`src/rtl/rv_csr_access_unit_if.sv`:
```
// rv_csr_access_unit_if: dispatch request, CSR data block, FPU status and
// writeback response signals of the CSR access unit.
// slave = the access unit, master = its surroundings.

`ifndef UUID_BITS
`define UUID_BITS 44
`endif
`ifndef NUM_THREADS
`define NUM_THREADS 4
`endif
`ifndef NUM_WARPS
`define NUM_WARPS 4
`endif
`ifndef NW_BITS
`define NW_BITS 2
`endif
`ifndef CSR_ADDR_BITS
`define CSR_ADDR_BITS 12
`endif

interface rv_csr_access_unit_if;
    // dispatch request
    logic                          req_valid;
    logic                          req_ready;
    logic [`UUID_BITS-1:0]         req_uuid;
    logic [`NW_BITS-1:0]           req_wid;
    logic [`NUM_THREADS-1:0]       req_tmask;
    logic [31:0]                   req_pc;
    logic [1:0]                    req_op;
    logic                          req_use_imm;
    logic [4:0]                    req_imm;
    logic [31:0]                   req_rs1_data;
    logic                          req_rs1_zero;
    logic [`CSR_ADDR_BITS-1:0]     req_addr;
    logic [4:0]                    req_rd;
    logic                          req_wb;
    // per-warp FPU in-flight flags
    logic [`NUM_WARPS-1:0]         fpu_pending;
    // CSR data block read/write ports
    logic                          csr_read_enable;
    logic [`UUID_BITS-1:0]         csr_read_uuid;
    logic [`CSR_ADDR_BITS-1:0]     csr_read_addr;
    logic [`NW_BITS-1:0]           csr_read_wid;
    logic [31:0]                   csr_read_data;
    logic                          csr_write_enable;
    logic [`UUID_BITS-1:0]         csr_write_uuid;
    logic [`CSR_ADDR_BITS-1:0]     csr_write_addr;
    logic [`NW_BITS-1:0]           csr_write_wid;
    logic [31:0]                   csr_write_data;
    logic                          csr_busy;
    // writeback response
    logic                          rsp_valid;
    logic                          rsp_ready;
    logic [`UUID_BITS-1:0]         rsp_uuid;
    logic [`NW_BITS-1:0]           rsp_wid;
    logic [`NUM_THREADS-1:0]       rsp_tmask;
    logic [31:0]                   rsp_pc;
    logic [4:0]                    rsp_rd;
    logic                          rsp_wb;
    logic [`NUM_THREADS*32-1:0]    rsp_data;

    modport slave (
        input  req_valid, req_uuid, req_wid, req_tmask, req_pc, req_op,
               req_use_imm, req_imm, req_rs1_data, req_rs1_zero, req_addr,
               req_rd, req_wb, fpu_pending, csr_read_data, rsp_ready,
        output req_ready, csr_read_enable, csr_read_uuid, csr_read_addr,
               csr_read_wid, csr_write_enable, csr_write_uuid, csr_write_addr,
               csr_write_wid, csr_write_data, csr_busy, rsp_valid, rsp_uuid,
               rsp_wid, rsp_tmask, rsp_pc, rsp_rd, rsp_wb, rsp_data
    );

    modport master (
        output req_valid, req_uuid, req_wid, req_tmask, req_pc, req_op,
               req_use_imm, req_imm, req_rs1_data, req_rs1_zero, req_addr,
               req_rd, req_wb, fpu_pending, csr_read_data, rsp_ready,
        input  req_ready, csr_read_enable, csr_read_uuid, csr_read_addr,
               csr_read_wid, csr_write_enable, csr_write_uuid, csr_write_addr,
               csr_write_wid, csr_write_data, csr_busy, rsp_valid, rsp_uuid,
               rsp_wid, rsp_tmask, rsp_pc, rsp_rd, rsp_wb, rsp_data
    );
endinterface

```
`src/rtl/rv_csr_access_unit.sv`:
```
// rv_csr_access_unit: accepts one CSR instruction at a time, waits out FPU
// ops in flight for FP CSRs, performs a one-cycle read-modify-write on the
// CSR data block and returns the old value (broadcast per thread).
// Optional macro CSR_RO_GUARD_EN: suppress the write strobe for CSR
// addresses in read-only space (addr[11:10] == 2'b11).

`ifndef UUID_BITS
`define UUID_BITS 44
`endif
`ifndef NUM_THREADS
`define NUM_THREADS 4
`endif
`ifndef NUM_WARPS
`define NUM_WARPS 4
`endif
`ifndef NW_BITS
`define NW_BITS 2
`endif
`ifndef CSR_ADDR_BITS
`define CSR_ADDR_BITS 12
`endif
`ifndef CSR_FFLAGS
`define CSR_FFLAGS 12'h001
`endif
`ifndef CSR_FRM
`define CSR_FRM 12'h002
`endif
`ifndef CSR_FCSR
`define CSR_FCSR 12'h003
`endif

module rv_csr_access_unit #(
    parameter int unsigned CORE_ID = 0
) (
    input  logic                clk,
    input  logic                reset,
    rv_csr_access_unit_if.slave bus
);

    localparam int unsigned UUID_W = `UUID_BITS;
    localparam int unsigned NW_W   = `NW_BITS;
    localparam int unsigned NT     = `NUM_THREADS;
    localparam int unsigned ADDR_W = `CSR_ADDR_BITS;

    // CORE_ID only tags debug output; keep it within an 8-bit tag.
    if (CORE_ID > 32'd255) begin : g_core_id_range
        $error("rv_csr_access_unit: CORE_ID exceeds 8-bit debug tag");
    end

    typedef enum logic [1:0] {
        ST_IDLE   = 2'd0,
        ST_STALL  = 2'd1,
        ST_ACCESS = 2'd2,
        ST_RSP    = 2'd3
    } state_t;

    state_t              r_state;
    logic                r_req_ready;
    logic                r_busy;
    logic                r_csr_read_enable;
    logic                r_csr_write_enable;
    logic                r_rsp_valid;
    logic [UUID_W-1:0]   r_uuid;
    logic [NW_W-1:0]     r_wid;
    logic [NT-1:0]       r_tmask;
    logic [31:0]         r_pc;
    logic [1:0]          r_op;
    logic                r_use_imm;
    logic [4:0]          r_imm;
    logic [31:0]         r_rs1_data;
    logic [ADDR_W-1:0]   r_addr;
    logic [4:0]          r_rd;
    logic                r_wb;
    logic                r_wr_intent;
    logic [31:0]         r_old;

    logic                w_accept;
    logic                w_req_is_fp;
    logic                w_req_fpu_busy;
    logic                w_wid_fpu_busy;
    logic                w_req_wr_intent;
    logic [31:0]         w_src;
    logic [31:0]         w_wdata;

    // Request decode: FP-CSR hazard and whether the instruction writes at all.
    always_comb begin
        w_accept        = (r_state == ST_IDLE) && r_req_ready && bus.req_valid;
        w_req_is_fp     = (bus.req_addr == ADDR_W'(`CSR_FFLAGS))
                       || (bus.req_addr == ADDR_W'(`CSR_FRM))
                       || (bus.req_addr == ADDR_W'(`CSR_FCSR));
        w_req_fpu_busy  = w_req_is_fp && bus.fpu_pending[bus.req_wid];
        w_wid_fpu_busy  = bus.fpu_pending[r_wid];
        // RW always writes; set/clear only with a non-zero source operand
        w_req_wr_intent = (bus.req_op == 2'b01)
                       || (bus.req_use_imm ? (bus.req_imm != 5'd0) : !bus.req_rs1_zero);
`ifdef CSR_RO_GUARD_EN
        if (bus.req_addr[11:10] == 2'b11) begin
            w_req_wr_intent = 1'b0;
        end
`endif
    end

    // Modify step: new CSR value from the old value read this cycle.
    always_comb begin
        w_src   = r_use_imm ? {27'd0, r_imm} : r_rs1_data;
        w_wdata = 32'd0;
        case (r_op)
            2'b01:   w_wdata = w_src;
            2'b11:   w_wdata = bus.csr_read_data & ~w_src;
            default: w_wdata = bus.csr_read_data | w_src;
        endcase
    end

    // Sequencer: IDLE -> [STALL] -> ACCESS -> RSP, with registered strobes.
    always_ff @(posedge clk or negedge reset) begin
        if (!reset) begin
            r_state            <= ST_IDLE;
            r_req_ready        <= 1'b0;
            r_busy             <= 1'b0;
            r_csr_read_enable  <= 1'b0;
            r_csr_write_enable <= 1'b0;
            r_rsp_valid        <= 1'b0;
            r_uuid             <= '0;
            r_wid              <= '0;
            r_tmask            <= '0;
            r_pc               <= '0;
            r_op               <= '0;
            r_use_imm          <= 1'b0;
            r_imm              <= '0;
            r_rs1_data         <= '0;
            r_addr             <= '0;
            r_rd               <= '0;
            r_wb               <= 1'b0;
            r_wr_intent        <= 1'b0;
            r_old              <= '0;
        end else begin
            r_csr_read_enable  <= 1'b0;
            r_csr_write_enable <= 1'b0;
            case (r_state)
                ST_IDLE: begin
                    // ready rises one cycle after reset release
                    r_req_ready <= 1'b1;
                    if (w_accept) begin
                        r_req_ready <= 1'b0;
                        r_busy      <= 1'b1;
                        r_uuid      <= bus.req_uuid;
                        r_wid       <= bus.req_wid;
                        r_tmask     <= bus.req_tmask;
                        r_pc        <= bus.req_pc;
                        r_op        <= bus.req_op;
                        r_use_imm   <= bus.req_use_imm;
                        r_imm       <= bus.req_imm;
                        r_rs1_data  <= bus.req_rs1_data;
                        r_addr      <= bus.req_addr;
                        r_rd        <= bus.req_rd;
                        r_wb        <= bus.req_wb;
                        r_wr_intent <= w_req_wr_intent;
                        if (w_req_fpu_busy) begin
                            r_state <= ST_STALL;
                        end else begin
                            r_state            <= ST_ACCESS;
                            r_csr_read_enable  <= 1'b1;
                            r_csr_write_enable <= w_req_wr_intent;
                        end
                    end
                end
                ST_STALL: begin
                    if (!w_wid_fpu_busy) begin
                        r_state            <= ST_ACCESS;
                        r_csr_read_enable  <= 1'b1;
                        r_csr_write_enable <= r_wr_intent;
                    end
                end
                ST_ACCESS: begin
                    r_old       <= bus.csr_read_data;
                    r_rsp_valid <= 1'b1;
                    r_state     <= ST_RSP;
                end
                ST_RSP: begin
                    if (bus.rsp_ready) begin
                        r_rsp_valid <= 1'b0;
                        r_busy      <= 1'b0;
                        r_req_ready <= 1'b1;
                        r_state     <= ST_IDLE;
                    end
                end
                default: r_state <= ST_IDLE;
            endcase
        end
    end

    // Output drive: ports come straight from the latched request and strobes.
    assign bus.req_ready        = r_req_ready;
    assign bus.csr_busy         = r_busy;
    assign bus.csr_read_enable  = r_csr_read_enable;
    assign bus.csr_read_uuid    = r_uuid;
    assign bus.csr_read_addr    = r_addr;
    assign bus.csr_read_wid     = r_wid;
    assign bus.csr_write_enable = r_csr_write_enable;
    assign bus.csr_write_uuid   = r_uuid;
    assign bus.csr_write_addr   = r_addr;
    assign bus.csr_write_wid    = r_wid;
    // write data depends on the same-cycle read, so only valid during ACCESS
    assign bus.csr_write_data   = (r_state == ST_ACCESS) ? w_wdata : 32'd0;
    assign bus.rsp_valid        = r_rsp_valid;
    assign bus.rsp_uuid         = r_uuid;
    assign bus.rsp_wid          = r_wid;
    assign bus.rsp_tmask        = r_tmask;
    assign bus.rsp_pc           = r_pc;
    assign bus.rsp_rd           = r_rd;
    assign bus.rsp_wb           = r_wb;
    assign bus.rsp_data         = {NT{r_old}};

endmodule

```
`src/flat_wrapper.sv`:
```
// flat-port wrapper written by rule: the top's interface ports become plain ports
module rv_csr_access_unit_flat 
#(
    parameter int unsigned CORE_ID = 0
)
  (clk, reset, bus_req_valid, bus_req_uuid, bus_req_wid, bus_req_tmask, bus_req_pc, bus_req_op, bus_req_use_imm, bus_req_imm, bus_req_rs1_data, bus_req_rs1_zero, bus_req_addr, bus_req_rd, bus_req_wb, bus_fpu_pending, bus_csr_read_data, bus_rsp_ready, bus_req_ready, bus_csr_read_enable, bus_csr_read_uuid, bus_csr_read_addr, bus_csr_read_wid, bus_csr_write_enable, bus_csr_write_uuid, bus_csr_write_addr, bus_csr_write_wid, bus_csr_write_data, bus_csr_busy, bus_rsp_valid, bus_rsp_uuid, bus_rsp_wid, bus_rsp_tmask, bus_rsp_pc, bus_rsp_rd, bus_rsp_wb, bus_rsp_data);
  rv_csr_access_unit_if bus_i ();
  input  logic clk;
  input  logic reset;
  input wire logic [$bits(bus_i.req_valid)-1:0] bus_req_valid;
  input wire logic [$bits(bus_i.req_uuid)-1:0] bus_req_uuid;
  input wire logic [$bits(bus_i.req_wid)-1:0] bus_req_wid;
  input wire logic [$bits(bus_i.req_tmask)-1:0] bus_req_tmask;
  input wire logic [$bits(bus_i.req_pc)-1:0] bus_req_pc;
  input wire logic [$bits(bus_i.req_op)-1:0] bus_req_op;
  input wire logic [$bits(bus_i.req_use_imm)-1:0] bus_req_use_imm;
  input wire logic [$bits(bus_i.req_imm)-1:0] bus_req_imm;
  input wire logic [$bits(bus_i.req_rs1_data)-1:0] bus_req_rs1_data;
  input wire logic [$bits(bus_i.req_rs1_zero)-1:0] bus_req_rs1_zero;
  input wire logic [$bits(bus_i.req_addr)-1:0] bus_req_addr;
  input wire logic [$bits(bus_i.req_rd)-1:0] bus_req_rd;
  input wire logic [$bits(bus_i.req_wb)-1:0] bus_req_wb;
  input wire logic [$bits(bus_i.fpu_pending)-1:0] bus_fpu_pending;
  input wire logic [$bits(bus_i.csr_read_data)-1:0] bus_csr_read_data;
  input wire logic [$bits(bus_i.rsp_ready)-1:0] bus_rsp_ready;
  output wire logic [$bits(bus_i.req_ready)-1:0] bus_req_ready;
  output wire logic [$bits(bus_i.csr_read_enable)-1:0] bus_csr_read_enable;
  output wire logic [$bits(bus_i.csr_read_uuid)-1:0] bus_csr_read_uuid;
  output wire logic [$bits(bus_i.csr_read_addr)-1:0] bus_csr_read_addr;
  output wire logic [$bits(bus_i.csr_read_wid)-1:0] bus_csr_read_wid;
  output wire logic [$bits(bus_i.csr_write_enable)-1:0] bus_csr_write_enable;
  output wire logic [$bits(bus_i.csr_write_uuid)-1:0] bus_csr_write_uuid;
  output wire logic [$bits(bus_i.csr_write_addr)-1:0] bus_csr_write_addr;
  output wire logic [$bits(bus_i.csr_write_wid)-1:0] bus_csr_write_wid;
  output wire logic [$bits(bus_i.csr_write_data)-1:0] bus_csr_write_data;
  output wire logic [$bits(bus_i.csr_busy)-1:0] bus_csr_busy;
  output wire logic [$bits(bus_i.rsp_valid)-1:0] bus_rsp_valid;
  output wire logic [$bits(bus_i.rsp_uuid)-1:0] bus_rsp_uuid;
  output wire logic [$bits(bus_i.rsp_wid)-1:0] bus_rsp_wid;
  output wire logic [$bits(bus_i.rsp_tmask)-1:0] bus_rsp_tmask;
  output wire logic [$bits(bus_i.rsp_pc)-1:0] bus_rsp_pc;
  output wire logic [$bits(bus_i.rsp_rd)-1:0] bus_rsp_rd;
  output wire logic [$bits(bus_i.rsp_wb)-1:0] bus_rsp_wb;
  output wire logic [$bits(bus_i.rsp_data)-1:0] bus_rsp_data;
  assign bus_i.req_valid = bus_req_valid;
  assign bus_i.req_uuid = bus_req_uuid;
  assign bus_i.req_wid = bus_req_wid;
  assign bus_i.req_tmask = bus_req_tmask;
  assign bus_i.req_pc = bus_req_pc;
  assign bus_i.req_op = bus_req_op;
  assign bus_i.req_use_imm = bus_req_use_imm;
  assign bus_i.req_imm = bus_req_imm;
  assign bus_i.req_rs1_data = bus_req_rs1_data;
  assign bus_i.req_rs1_zero = bus_req_rs1_zero;
  assign bus_i.req_addr = bus_req_addr;
  assign bus_i.req_rd = bus_req_rd;
  assign bus_i.req_wb = bus_req_wb;
  assign bus_i.fpu_pending = bus_fpu_pending;
  assign bus_i.csr_read_data = bus_csr_read_data;
  assign bus_i.rsp_ready = bus_rsp_ready;
  assign bus_req_ready = bus_i.req_ready;
  assign bus_csr_read_enable = bus_i.csr_read_enable;
  assign bus_csr_read_uuid = bus_i.csr_read_uuid;
  assign bus_csr_read_addr = bus_i.csr_read_addr;
  assign bus_csr_read_wid = bus_i.csr_read_wid;
  assign bus_csr_write_enable = bus_i.csr_write_enable;
  assign bus_csr_write_uuid = bus_i.csr_write_uuid;
  assign bus_csr_write_addr = bus_i.csr_write_addr;
  assign bus_csr_write_wid = bus_i.csr_write_wid;
  assign bus_csr_write_data = bus_i.csr_write_data;
  assign bus_csr_busy = bus_i.csr_busy;
  assign bus_rsp_valid = bus_i.rsp_valid;
  assign bus_rsp_uuid = bus_i.rsp_uuid;
  assign bus_rsp_wid = bus_i.rsp_wid;
  assign bus_rsp_tmask = bus_i.rsp_tmask;
  assign bus_rsp_pc = bus_i.rsp_pc;
  assign bus_rsp_rd = bus_i.rsp_rd;
  assign bus_rsp_wb = bus_i.rsp_wb;
  assign bus_rsp_data = bus_i.rsp_data;
  rv_csr_access_unit #(.CORE_ID(CORE_ID)) u_core (.clk(clk), .reset(reset), .bus(bus_i));
endmodule
```
`config.mk`:
```
export PLATFORM = sky130hd
export DESIGN_NAME = rv_csr_access_unit_flat
export DESIGN_NICKNAME = d
export VERILOG_FILES = /design/src/rtl/rv_csr_access_unit_if.sv /design/src/rtl/rv_csr_access_unit.sv /design/src/flat_wrapper.sv
export SDC_FILE = /design/constraint.sdc
export NUM_CORES = 1
export LEC_CHECK = 0
export ABC_AREA = 1
export BUFFER_PORTS_ARGS = -buffer_cell sky130_fd_sc_hd__buf_2
export CAP_MARGIN = 30
export CORE_AREA = 3 3 214 216
export DETAILED_ROUTE_END_ITERATION = 6
export DIE_AREA = 0 0 217 219
export GPL_ROUTABILITY_DRIVEN = 0
export GPL_TIMING_DRIVEN = 0
export PLACE_DENSITY = 0.49
export SLEW_MARGIN = 10
export SYNTH_ARGS = -nofsm -noshare
export SYNTH_HDL_FRONTEND = slang
export SYNTH_SLANG_ARGS = --single-unit
```
`constraint.sdc`:
```
create_clock -name clk -period 3 [get_ports clk]
set_input_delay 0.3 -clock clk [delete_from_list [all_inputs] [get_ports clk]]
set_output_delay 0.3 -clock clk [all_outputs]
set_load 0.01 [all_outputs]
```
# Word-level counts from Yosys, hierarchy flattened
# Cells that the tools add are included.
totals:
  ff_bits: 180
  inputBits: 181
  out_inout_bits: 369
  word_cells: 80
op_classes:
  order_cmp: 2
  n_eq_ne: 12
  muxes: 28
  n_bitwise: 3
  reduce_logical: 16
op_table:
  columns: ["op", "count"]
  rows:
  - ["$mux 32", 2]
  - ["$pmux 32 s2", 1]
  - ["$and 32x32->32", 1]
  - ["$not 32->32", 1]
  - ["$or 32x32->32", 1]
  - ["$eq 12x2->1 const B", 2]
  - ["$mux 1", 13]
  - ["$eq 12x1->1 const B", 1]
  - ["$pmux 1 s2", 5]
  - ["$mux 2", 4]
  - ["$pmux 2 s4", 1]
  - ["$eq 2x1->1 const B", 3]
  - ["$eq 2x2->1 const B", 3]
  - ["$lt 2x3->1 const B", 2]
  - ["$reduce_and 2->1", 3]
  - ["$reduce_and 3->1", 2]
  - ["$reduce_bool 5->1", 1]
  - ["$bmux 1 s2", 2]
  - ["$ne 2x2->1 const B", 2]
  - ["$reduce_bool 2->1", 2]
  - ["$logic_and 1x1->1", 3]
  - ["$logic_or 1x1->1", 3]
  - ["$logic_not 2->1", 1]
  - ["$ne 2x1->1 const B", 1]
  - ["$logic_not 1->1", 1]

# Depth between registers and ports, before layout
# Gate-level depths: netlist of run 1.
logic_depth:
  ltp_word: 7
  depth_mapped: 8
  mapped_depth_nobuf: 8

# Least setup slack after synthesis of run 1
# No wires, ideal clock.
synth_path:
  path_kind: "register -> output"
  startpoint: "register u_core.r_state[0]"
  endpoint: "output port bus_csr_write_data[0]"
  arrival_ns: 1.400
  required_ns: 2.700
  slack_ns: 1.300
  path_stages_with_launch: 7
  n_path_buf: 2
  path_cell_list: "dfrtp_1 inv_1 ha_1 clkbuf_1 inv_1 buf_2 a311oi_1"
synth_between:
  elab_chain_len: 2
synth_lines:
  columns: ["element", "line_no", "source"]
  rows:
  - ["start, declared", "rv_csr_access_unit.sv:57", "state_t r_state;"]
  - ["start signal, assigned", "rv_csr_access_unit.sv:117", "r_state <= ST_IDLE;"]
  - ["start signal, assigned", "rv_csr_access_unit.sv:159", "r_state <= ST_STALL;"]
  - ["start signal, assigned", "rv_csr_access_unit.sv:161", "r_state <= ST_ACCESS;"]
  - ["$eq 2x2->1", "rv_csr_access_unit.sv:204", "assign bus.csr_write_data = (r_state == ST_ACCESS) ? w_wdata : 32'd0;"]
  - ["$mux 32", "rv_csr_access_unit.sv:204", null]
  - ["end, declared", "flat_wrapper.sv:35", "output wire logic [$bits(bus_i.csr_write_data)-1:0] bus_csr_write_data;"]
# Every way passes these cells.

# Worst setup path after layout of run 1
layout_path:
  startpoint: "register u_core.r_state[0]"
  endpoint: "output port bus_csr_write_data[2]"
# Same word-level chain as after synthesis.

==> results.py, run 1 <==
metrics = {
    "floorplan": {
        "core_region_area_mm2": 0.04412,
        "ioPinCount": 550,
        "die_h_um": 219,
        "die_area_mm2": 0.04752,
        "die_w_um": 217,
        "initial_utilization_pct": 20.76,
        "row_count": 77,
    },
    "grt": {
        "antenna_found_initial": 5,
        "grt_pass1_vias": 8920,
        "grt-ovfl-total": 0,
        "grt_max_degree": 98,
        "grt_pass1_wl_um": 52220,
        "gr-usage-all-layers_pct": 14.22,
    },
    "synth": {
        "yosys_warnings": 0,
        "synth_cell_types": 18,
        "synth_top_area_cell": "dfrtp_1",
        "synth_xor_area_share_pct": 0,
        "synth_fa_ha_area_share_pct": 0.5464,
        "ys_seq_elements": 180,
        "syn_area_per_cell_um2": 7.916,
        "ys_seq_area_share_pct": 49.18,
        "netlist_area_mm2": 0.009159,
        "yosys-top-cells-area": "dfrtp_1 (49%), nand2_1 (24%), buf_4 (17%)",
        "synth_top_family_by_area": "simple AND/OR/NAND/NOR gates",
        "syn-num-nets": 1342,
        "synth_compound_area_share_pct": 5.082,
        "synth.area.mux_share_pct": 0,
        "synthCells": 1157,
        "synthSimpleGateAreaFrac_pct": 25.15,
        "synth_top_area_share_pct": 49.18,
    },
    "route": {
        "ant_nets": 0,
        "routed_via_density": 3.872,
        "initialDrtViolationCount": 315,
        "drc": 0,
        "vias": 9247,
        "dr.pass1.iters": 4,
        "wire_per_inst_um": 14.71,
        "drt_wl_total_um": 35130,
    },
    "sta": {
        "rsz0062_at_grt": "no",
        "tightest_slew_ns": 0.7002,
        "max_freq_mhz": 366.4,
        "hold_viol": 0,
        "slew_viol_final": 0,
        "period_needed_ns": 2.729,
        "finalCritPeriodShare_pct": 90.97,
        "fin_worst_skew_ns": 0.008939,
        "slew_headroom_pct": 53.32,
        "setup_viol": 0,
    },
    "cells_and_area": {
        "finalNonFillerCells": 2388,
        "design_area_mm2": 0.01383,
        "drive_above_1_share_pct": 45.26,
        "final_cell_mix": "nand2_1 (587), buf_2 (569), buf_4 (205)",
        "syn_to_final_growth_pct": 51.01,
        "layout_commonest_cell": "nand2_1",
        "finalNetCount": 1966,
    },
    "clocking": {
        "clock-sinks": 180,
        "clock_path_buffers": 2,
        "clk_pin_slew_ns": 0.07,
        "postCtsSetupRepairBufs": 0,
        "cts-root-buf": "clkbuf_16",
        "cts_buffers": 17,
        "insertion_delay_ns": 0.46,
        "htreeDepth": 4,
        "cts_tree": "done",
    },
    "placed_design": {
        "hpwl_um": 27660,
        "place_area_mm2": 0.01268,
        "placedCellCount": 2299,
        "portBuffers": 549,
    },
    "setup_path": {
        "cp_max_fo": 10,
        "cp-end-kind": "output pin",
        "worstSetupStartpointType": "flip-flop",
        "cp.arrival_ns": 2.43,
        "worstPathRequired_ns": 2.70,
        "path_class": "flip-flop to output pin",
    },
    "run": {
        "max_cap_violations": 0,
    },
    "hold_path": {
        "hold_path.class": "primary input to flip-flop",
    },
    "pwr": {
        "peakVddDrop_v": 0.0004281,
        "p_leak_uw": 0.008200,
        "powerDensity_mw_per_mm2": 1106,
    },
    "outcome": {
        "status": "completed",
    },
}
## worst max-delay path, stage by stage, from the launching register on
cell and delay [ns]:
dfrtp_1 0.42, inv_1 0.10, ha_1 0.41, inv_1 0.10
buf_2 0.24, a311oi_1 0.48, buf_2 0.24
## Yosys cell counts
library cell and number:
ha_1 4, buf_2 21, dfrtp_1 180, buf_4 205, clkbuf_1 20, inv_2 1
nand2_1 587, buf_1 3, a311oi_1 5, buf_6 1, a21oi_1 39, o21ai_1 1
o22ai_1 1, inv_1 24, o21ai_0 43, nand3_1 9, nor2_1 12, nand3_2 1
## sequential cells by signal, summed over array words and instances (netlist names)
name and flops:
u_core.bus.req_ready 1, u_core.r_state 2, u_core.r_use_imm 1, u_core.bus.csr_write_enable 1, u_core.bus.rsp_pc 32, u_core.bus.csr_read_enable 1, u_core.bus.rsp_tmask 4, u_core.r_imm 5
u_core.bus.csr_read_uuid 44, u_core.r_op 2, u_core.bus.rsp_valid 1, u_core.bus.rsp_rd 5, u_core.r_old 32, u_core.r_rs1_data 32, u_core.bus.csr_read_addr 12, u_core.r_wr_intent 1
u_core.bus.csr_busy 1, u_core.bus.csr_read_wid 2, u_core.bus.rsp_wb 1
## cells by family (layout without fill, tap and decap cells)
logic type               count (synthesis)  count (layout)
AO/OA/AOI/OAI                           89              89
adder cells (fa/ha/maj)                  4               4
buffers and inverters                  275             912
flip-flops                             180             180
other                                    0               2
AND/OR/NAND/NOR                        609             609
## routing by layer
metal	share of wire [%]	track usage (%)	vias up
met2	50	24.91	307
li1	-	-	4597
met4	1.1	3.109	2
met1	42	17.53	4321
met3	6.5	3.808	20
met5	0.037	0	-
## stage by stage
stage / hold WS [ns] / total power, uW / setup TNS [ns] / worst slack, ns / util (%)
floorplan: 0.004409 / 9514 / 0 / 1.300 / -
global placement: 0.4573 / 13060 / -293.51 / -1.662 / 28.66
detailed placement: 0.3362 / 13150 / 0 / 0.5476 / 28.75
CTS: 0.0001445 / 15610 / 0 / 0.005647 / 31.34
global route: 0.01058 / 16600 / 0 / 0.1018 / 31.34
finish: 0.04442 / 15300 / 0 / 0.2710 / 31.34
## final timing paths
path                       depth (start not counted)             startpoint               endpoint  slack [ns]
setup reg to reg                                   7      u_core.r_state[0]  u_core.r_rs1_data[16]        0.82
setup / recovery                                   6      u_core.r_state[0]  bus_csr_write_data[2]        0.27
min in group asynchronous                          2                  reset        u_core.r_old[8]        0.41
hold / removal                                     3          bus_req_pc[3]   u_core.bus.rsp_pc[3]        0.04
hold reg to reg                                    2  u_core.bus.rsp_pc[24]  u_core.bus.rsp_pc[24]        0.48
max in group asynchronous                          3                  reset  u_core.bus.rsp_pc[27]        1.61
## layout make-up
class | instances | area [um^2]
Fill cell | 4883 | 30290
Sequential cell | 180 | 4504
Timing Repair Buffer | 606 | 3346
Multi-Input combinational cell | 702 | 2819
Buffer | 249 | 1739
Tap cell | 592 | 740.7
Clock buffer | 18 | 439.2
Clock inverter | 14 | 143.9
Inverter | 25 | 93.84
Antenna cell | 2 | 5.005
## timing repair
| action | in CTS | in global routing |
|---|---|---|
| hold buffers | 56 | 0 |
| endpoints found under the hold margin | 138 | 0 |
| resized for setup | 0 | 1 |
| endpoints found under the setup margin | 0 | 12 |
## where the power goes
| group | total, uW | leakage [uW] | internal [uW] | switching [uW] |
|---|---|---|---|---|
| sequential | 4610 | 0.00225 | 3550 | 1060 |
| combinational | 8400 | 0.00567 | 4030 | 4370 |
| clock | 2290 | 0.000280 | 1190 | 1100 |
| total | 15300 | 0.00820 | 8780 | 6520 |
Power figures use the tool's default switching activity.
==> run 2: changes to the inputs <==
Settings changed: PLACE_DENSITY 0.49 to unset.
==> results.py, run 2 (same netlist as run 1, synthesis figures left out) <==
metrics = {
    "clocking": {
        "cts_buffers": 17,
        "clock_path_buffers": 2,
        "clk_pin_slew_ns": 0.07,
        "clock-sinks": 180,
        "cts_tree": "done",
        "insertion_delay_ns": 0.47,
        "htreeDepth": 4,
        "cts-root-buf": "clkbuf_16",
    },
    "grt": {
        "grt_pass1_wl_um": 54000,
        "grt_pass1_vias": 9523,
        "grt_max_degree": 98,
        "grt-ovfl-total": 0,
        "antenna_found_initial": 0,
        "gr-usage-all-layers_pct": 14.83,
    },
    "pwr": {
        "peakVddDrop_v": 0.0004089,
        "power_switching_uw": 6615,
        "powerDensity_mw_per_mm2": 1065,
        "clock_power_share_pct": 15.7,
        "swShare_pct": 42.21,
        "p_comb_share_pct": 54.7,
        "p_seq_share_pct": 29.6,
        "power.total_uw": 15670,
        "p_leak_uw": 0.008572,
        "power.internal_uw": 9058,
    },
    "route": {
        "initialDrtViolationCount": 463,
        "wl_met3_um": 2381,
        "drc": 0,
        "drt_wl_total_um": 36040,
        "wire_per_inst_um": 14.59,
        "dr.max_layer_used": "met4",
        "vias": 9703,
        "dr_wl_met2_um": 17620,
        "routed_via_density": 3.928,
        "dr.pass1.iters": 5,
        "ant_nets": 0,
        "wl_met1_um": 15000,
    },
    "sta": {
        "hold_viol": 0,
        "setup_viol": 0,
        "slew_viol_final": 0,
        "fin_worst_skew_ns": 0.009321,
        "tightest_slew_ns": 0.7611,
        "finalCritPeriodShare_pct": 91.60,
        "slew_headroom_pct": 49.26,
        "rsz0062_at_grt": "no",
        "layout_setup_ws_ns": 0.2519,
        "hold_ws_ns": 0.05720,
        "period_needed_ns": 2.748,
        "max_freq_mhz": 363.9,
    },
    "floorplan": {
        "ioPinCount": 550,
        "die_w_um": 217,
        "die_h_um": 219,
        "core_region_area_mm2": 0.04412,
        "row_count": 77,
        "initial_utilization_pct": 20.76,
        "die_area_mm2": 0.04752,
    },
    "setup_path": {
        "crit_end": "bus_csr_write_data[7]",
        "critPathLaunch": "u_core.r_state[0]",
        "worstPathRequired_ns": 2.70,
        "r2r_end": "u_core.r_rs1_data[17]",
        "reg2reg_from": "u_core.r_state[0]",
        "rrSetupSlack_ns": 0.79,
        "worstRegToRegCells": 7,
        "timing.critical_path.mode_cell": "buf_2",
        "critPathMaxStageDelay_ns": 0.43,
        "path_cells": "inv_1 > ha_1 > buf_2 > o21ai_0 > a21oi_1 > buf_2",
        "cp_slowest_cell": "ha_1",
        "cp.arrival_ns": 2.45,
        "path_class": "flip-flop to output pin",
        "cp_max_fo": 10,
        "worstSetupStartpointType": "flip-flop",
        "cp-end-kind": "output pin",
    },
    "hold_path": {
        "hold_start": "bus_req_rs1_data[2]",
        "hold_path.class": "primary input to flip-flop",
    },
    "cells_and_area": {
        "finalNonFillerCells": 2470,
        "syn_to_final_growth_pct": 60.62,
        "largest_reg_flops": 44,
        "design_area_mm2": 0.01471,
        "drive_above_1_share_pct": 43.24,
        "fillers": 4596,
        "layout_commonest_cell": "nand2_1",
        "final_cell_mix": "nand2_1 (587), buf_2 (570), buf_4 (205)",
        "finalNetCount": 2050,
        "antenna-diode-count": 0,
    },
    "outcome": {
        "status": "completed",
    },
    "run": {
        "max_cap_violations": 0,
    },
    "placed_design": {
        "placedCellCount": 2299,
        "place_area_mm2": 0.01268,
        "dp_slack_ns": 0.3655,
        "portBuffers": 549,
        "hpwl_um": 27640,
    },
}
==> run 2: per-stage QoR <==
step / TNS, ns / utilization (%)
2_1_floorplan: 0 / -
5_1_grt: 0 / 33.34
3_3_place_gp: -264.15 / 28.66
3_5_place_dp: 0 / 28.75
4_1_cts: 0 / 33.35
6_report: 0 / 33.34
==> run 2: worst min path at each step <==
stage	to	slack (ns)	cells after the start
after detailed placement	u_core.r_rs1_data[12]	0.35	1
after global routing	u_core.r_old[19]	0.03	3
after CTS	u_core.r_old[14]	0.0006	3
final	u_core.r_rs1_data[2]	0.06	3
after floorplan	u_core.bus.csr_busy	0.004	0
after global placement	u_core.bus.rsp_tmask[3]	0.46	2
==> run 2: power by group through the flow <==
| stage | Sequential [uW] | Combinational [uW] | Clock, uW |
|---|---|---|---|
| final | 4640 | 8580 | 2450 |
| after global routing | 4820 | 9470 | 2640 |
| after CTS | 4650 | 8680 | 2550 |
| after detailed placement | 4660 | 8520 | 0 |
| after global placement | 4620 | 8410 | 0 |
| after floorplan | 4780 | 4740 | 0 |
==> run 2: repair_timing <==
action | in CTS | in global routing
setup buffers | 0 | 0
hold buffers | 140 | 0
resized for setup | 1 | 0
setup endpoints to repair | 2 | 3
endpoints found under the hold margin | 222 | 0
==> run 2: critical path, delay by kind of cell, from the launching register on <==
kind	cells	cell delay (ns)
buffers and inverters	3	0.64
AOI/OAI and AO/OA	2	0.48
adders and majority gates	1	0.43
DFF	1	0.42
==> run 2: area by class of cell <==
type                            count  area [um^2]  share of cell area, %
Buffer                            249         1739                  11.82
Tap cell                          592        740.7                  5.035
Sequential cell                   180         4504                  30.62
Multi-Input combinational cell    702         2819                  19.16
Clock inverter                     15        201.4                  1.369
Inverter                           25        93.84                 0.6379
Timing Repair Buffer              690         4187                  28.46
Clock buffer                       17        425.4                  2.892
==> run 2: per-layer routing <==
| layer | up-vias | track usage, % |
|---|---|---|
| met4 | 0 | 5.806 |
| li1 | 4767 | - |
| met5 | - | 0 |
| met3 | 50 | 4.043 |
| met1 | 4522 | 18.01 |
| met2 | 364 | 25.03 |
==> run 3: changes to the inputs <==
--- a/config.mk
+++ b/config.mk
@@ -14,5 +14,4 @@
 export GPL_ROUTABILITY_DRIVEN = 0
 export GPL_TIMING_DRIVEN = 0
-export SLEW_MARGIN = 10
 export SYNTH_ARGS = -nofsm -noshare
 export SYNTH_HDL_FRONTEND = slang
==> constraint.sdc (replaced) <==
create_clock -name clk -period 3 [get_ports clk]
set_input_delay 0.3 -clock clk [delete_from_list [all_inputs] [get_ports clk]]
set_output_delay 0.3 -clock clk [all_outputs]
set_load 0.05 [all_outputs]
==> results.py, run 3 (same netlist as run 1, synthesis figures left out) <==
metrics = {
    "sta": {
        "slew_viol_final": 0,
        "hold_ws_ns": 0.05773,
        "finalCritPeriodShare_pct": 91.62,
        "tightest_slew_ns": 0.7600,
        "rsz0062_at_grt": "no",
        "hold_viol": 0,
        "slew_headroom_pct": 49.33,
        "layout_setup_ws_ns": 0.2514,
        "fin_worst_skew_ns": 0.009282,
        "period_needed_ns": 2.749,
        "max_freq_mhz": 363.8,
        "setup_viol": 0,
    },
    "cells_and_area": {
        "final_util_pct": 33.35,
        "antenna-diode-count": 0,
        "finalNetCount": 2050,
        "design_area_mm2": 0.01471,
        "largest_reg_flops": 44,
        "syn_to_final_growth_pct": 60.66,
        "final_cell_mix": "nand2_1 (587), buf_2 (570), buf_4 (205)",
        "layout_commonest_cell": "nand2_1",
        "drive_above_1_share_pct": 43.34,
    },
    "setup_path": {
        "cp-end-kind": "output pin",
        "reg2reg_from": "u_core.r_state[0]",
        "rrSetupSlack_ns": 0.80,
        "cp.arrival_ns": 2.45,
        "crit_end": "bus_csr_write_data[7]",
        "r2r_end": "u_core.r_rs1_data[17]",
        "worstRegToRegCells": 7,
        "path_class": "flip-flop to output pin",
        "critPathLaunch": "u_core.r_state[0]",
        "worstPathRequired_ns": 2.70,
        "worstSetupStartpointType": "flip-flop",
        "critPathMaxStageDelay_ns": 0.42,
        "path_cells": "inv_1 > ha_2 > buf_2 > o21ai_0 > a21oi_1 > buf_2",
        "timing.critical_path.mode_cell": "buf_2",
        "cp_slowest_cell": "dfrtp_1",
        "cp_max_fo": 10,
    },
    "outcome": {
        "status": "completed",
    },
    "route": {
        "drc": 0,
        "wire_per_inst_um": 14.60,
        "dr.pass1.iters": 5,
        "vias": 9696,
        "initialDrtViolationCount": 468,
        "drt_wl_total_um": 36060,
        "routed_via_density": 3.926,
        "ant_nets": 0,
    },
    "placed_design": {
        "hpwl_um": 27640,
        "dp_slack_ns": 0.2324,
        "place_area_mm2": 0.01268,
        "portBuffers": 549,
    },
    "clocking": {
        "cts_tree": "done",
        "clock-sinks": 180,
        "clk_pin_slew_ns": 0.07,
        "cts-root-buf": "clkbuf_16",
        "clock_path_buffers": 2,
        "htreeDepth": 4,
        "cts_buffers": 17,
        "insertion_delay_ns": 0.47,
    },
    "floorplan": {
        "core_region_area_mm2": 0.04412,
        "die_area_mm2": 0.04752,
        "initial_utilization_pct": 20.76,
        "ioPinCount": 550,
        "row_count": 77,
        "die_w_um": 217,
        "die_h_um": 219,
    },
    "run": {
        "max_cap_violations": 0,
    },
    "grt": {
        "grt_max_degree": 98,
        "grt-ovfl-total": 0,
        "grt_pass1_wl_um": 54000,
        "antenna_found_initial": 0,
        "gr-usage-all-layers_pct": 14.83,
        "grt_pass1_vias": 9522,
    },
    "hold_path": {
        "hold_path.class": "primary input to flip-flop",
    },
}
==> run 3: area by class of cell <==
class,instances,area [um^2]
Buffer,249,1740
Fill cell,4598,29410
Sequential cell,180,4504
Timing Repair Buffer,690,4187
Clock buffer,17,425.4
Tap cell,592,740.7
Clock inverter,15,201.4
Multi-Input combinational cell,702,2821
Inverter,25,93.84
==> run 3: how the worst min path moves through the flow <==
stage                              end  cells after the start                     from
2_1_floorplan      u_core.bus.csr_busy                      0                    reset
3_3_place_gp   u_core.bus.rsp_tmask[3]                      2  u_core.bus.rsp_tmask[3]
3_5_place_dp     u_core.r_rs1_data[12]                      1                    reset
4_1_cts               u_core.r_old[14]                      3    bus_csr_read_data[14]
5_1_grt               u_core.r_old[19]                      3    bus_csr_read_data[19]
6_report          u_core.r_rs1_data[2]                      3      bus_req_rs1_data[2]
==> run 3: critical path, delay by kind of cell, from the launching register on <==
| kind | cells | cell delay, ns |
|---|---|---|
| fa+ha+maj | 1 | 0.32 |
| compound gates | 2 | 0.48 |
| flops | 1 | 0.42 |
| buf+inv | 3 | 0.75 |
==> run 3: what timing repair did <==
item,CTS,global route
endpoints found under the setup margin,12,3
gates resized for setup,1,3
endpoints found under the hold margin,222,0
hold buffers,140,0
gates cloned,0,0
setup buffers,0,0
==> run 3: layer usage <==
layer  up-vias  track usage, %  share of wire (%)
li1       4764               -                  -
met1      4516           17.97                 42
met2       368           25.03                 49
met3        48           4.112                6.6
met4         0           5.806                2.9
met5         -               0                  0
==> run 3: through the flow <==
step / setup TNS [ns] / cells
detailed placement: 0 / 2299
CTS: 0 / 2470
global route: 0 / 2470
finish: 0 / 2470
floorplan: 0 / 1157
global placement: -264.15 / 2298
Power of run 3 is left out: the tool's default activity adds up to more than one toggle a clock period on the data nets, which glitch-free logic cannot reach.
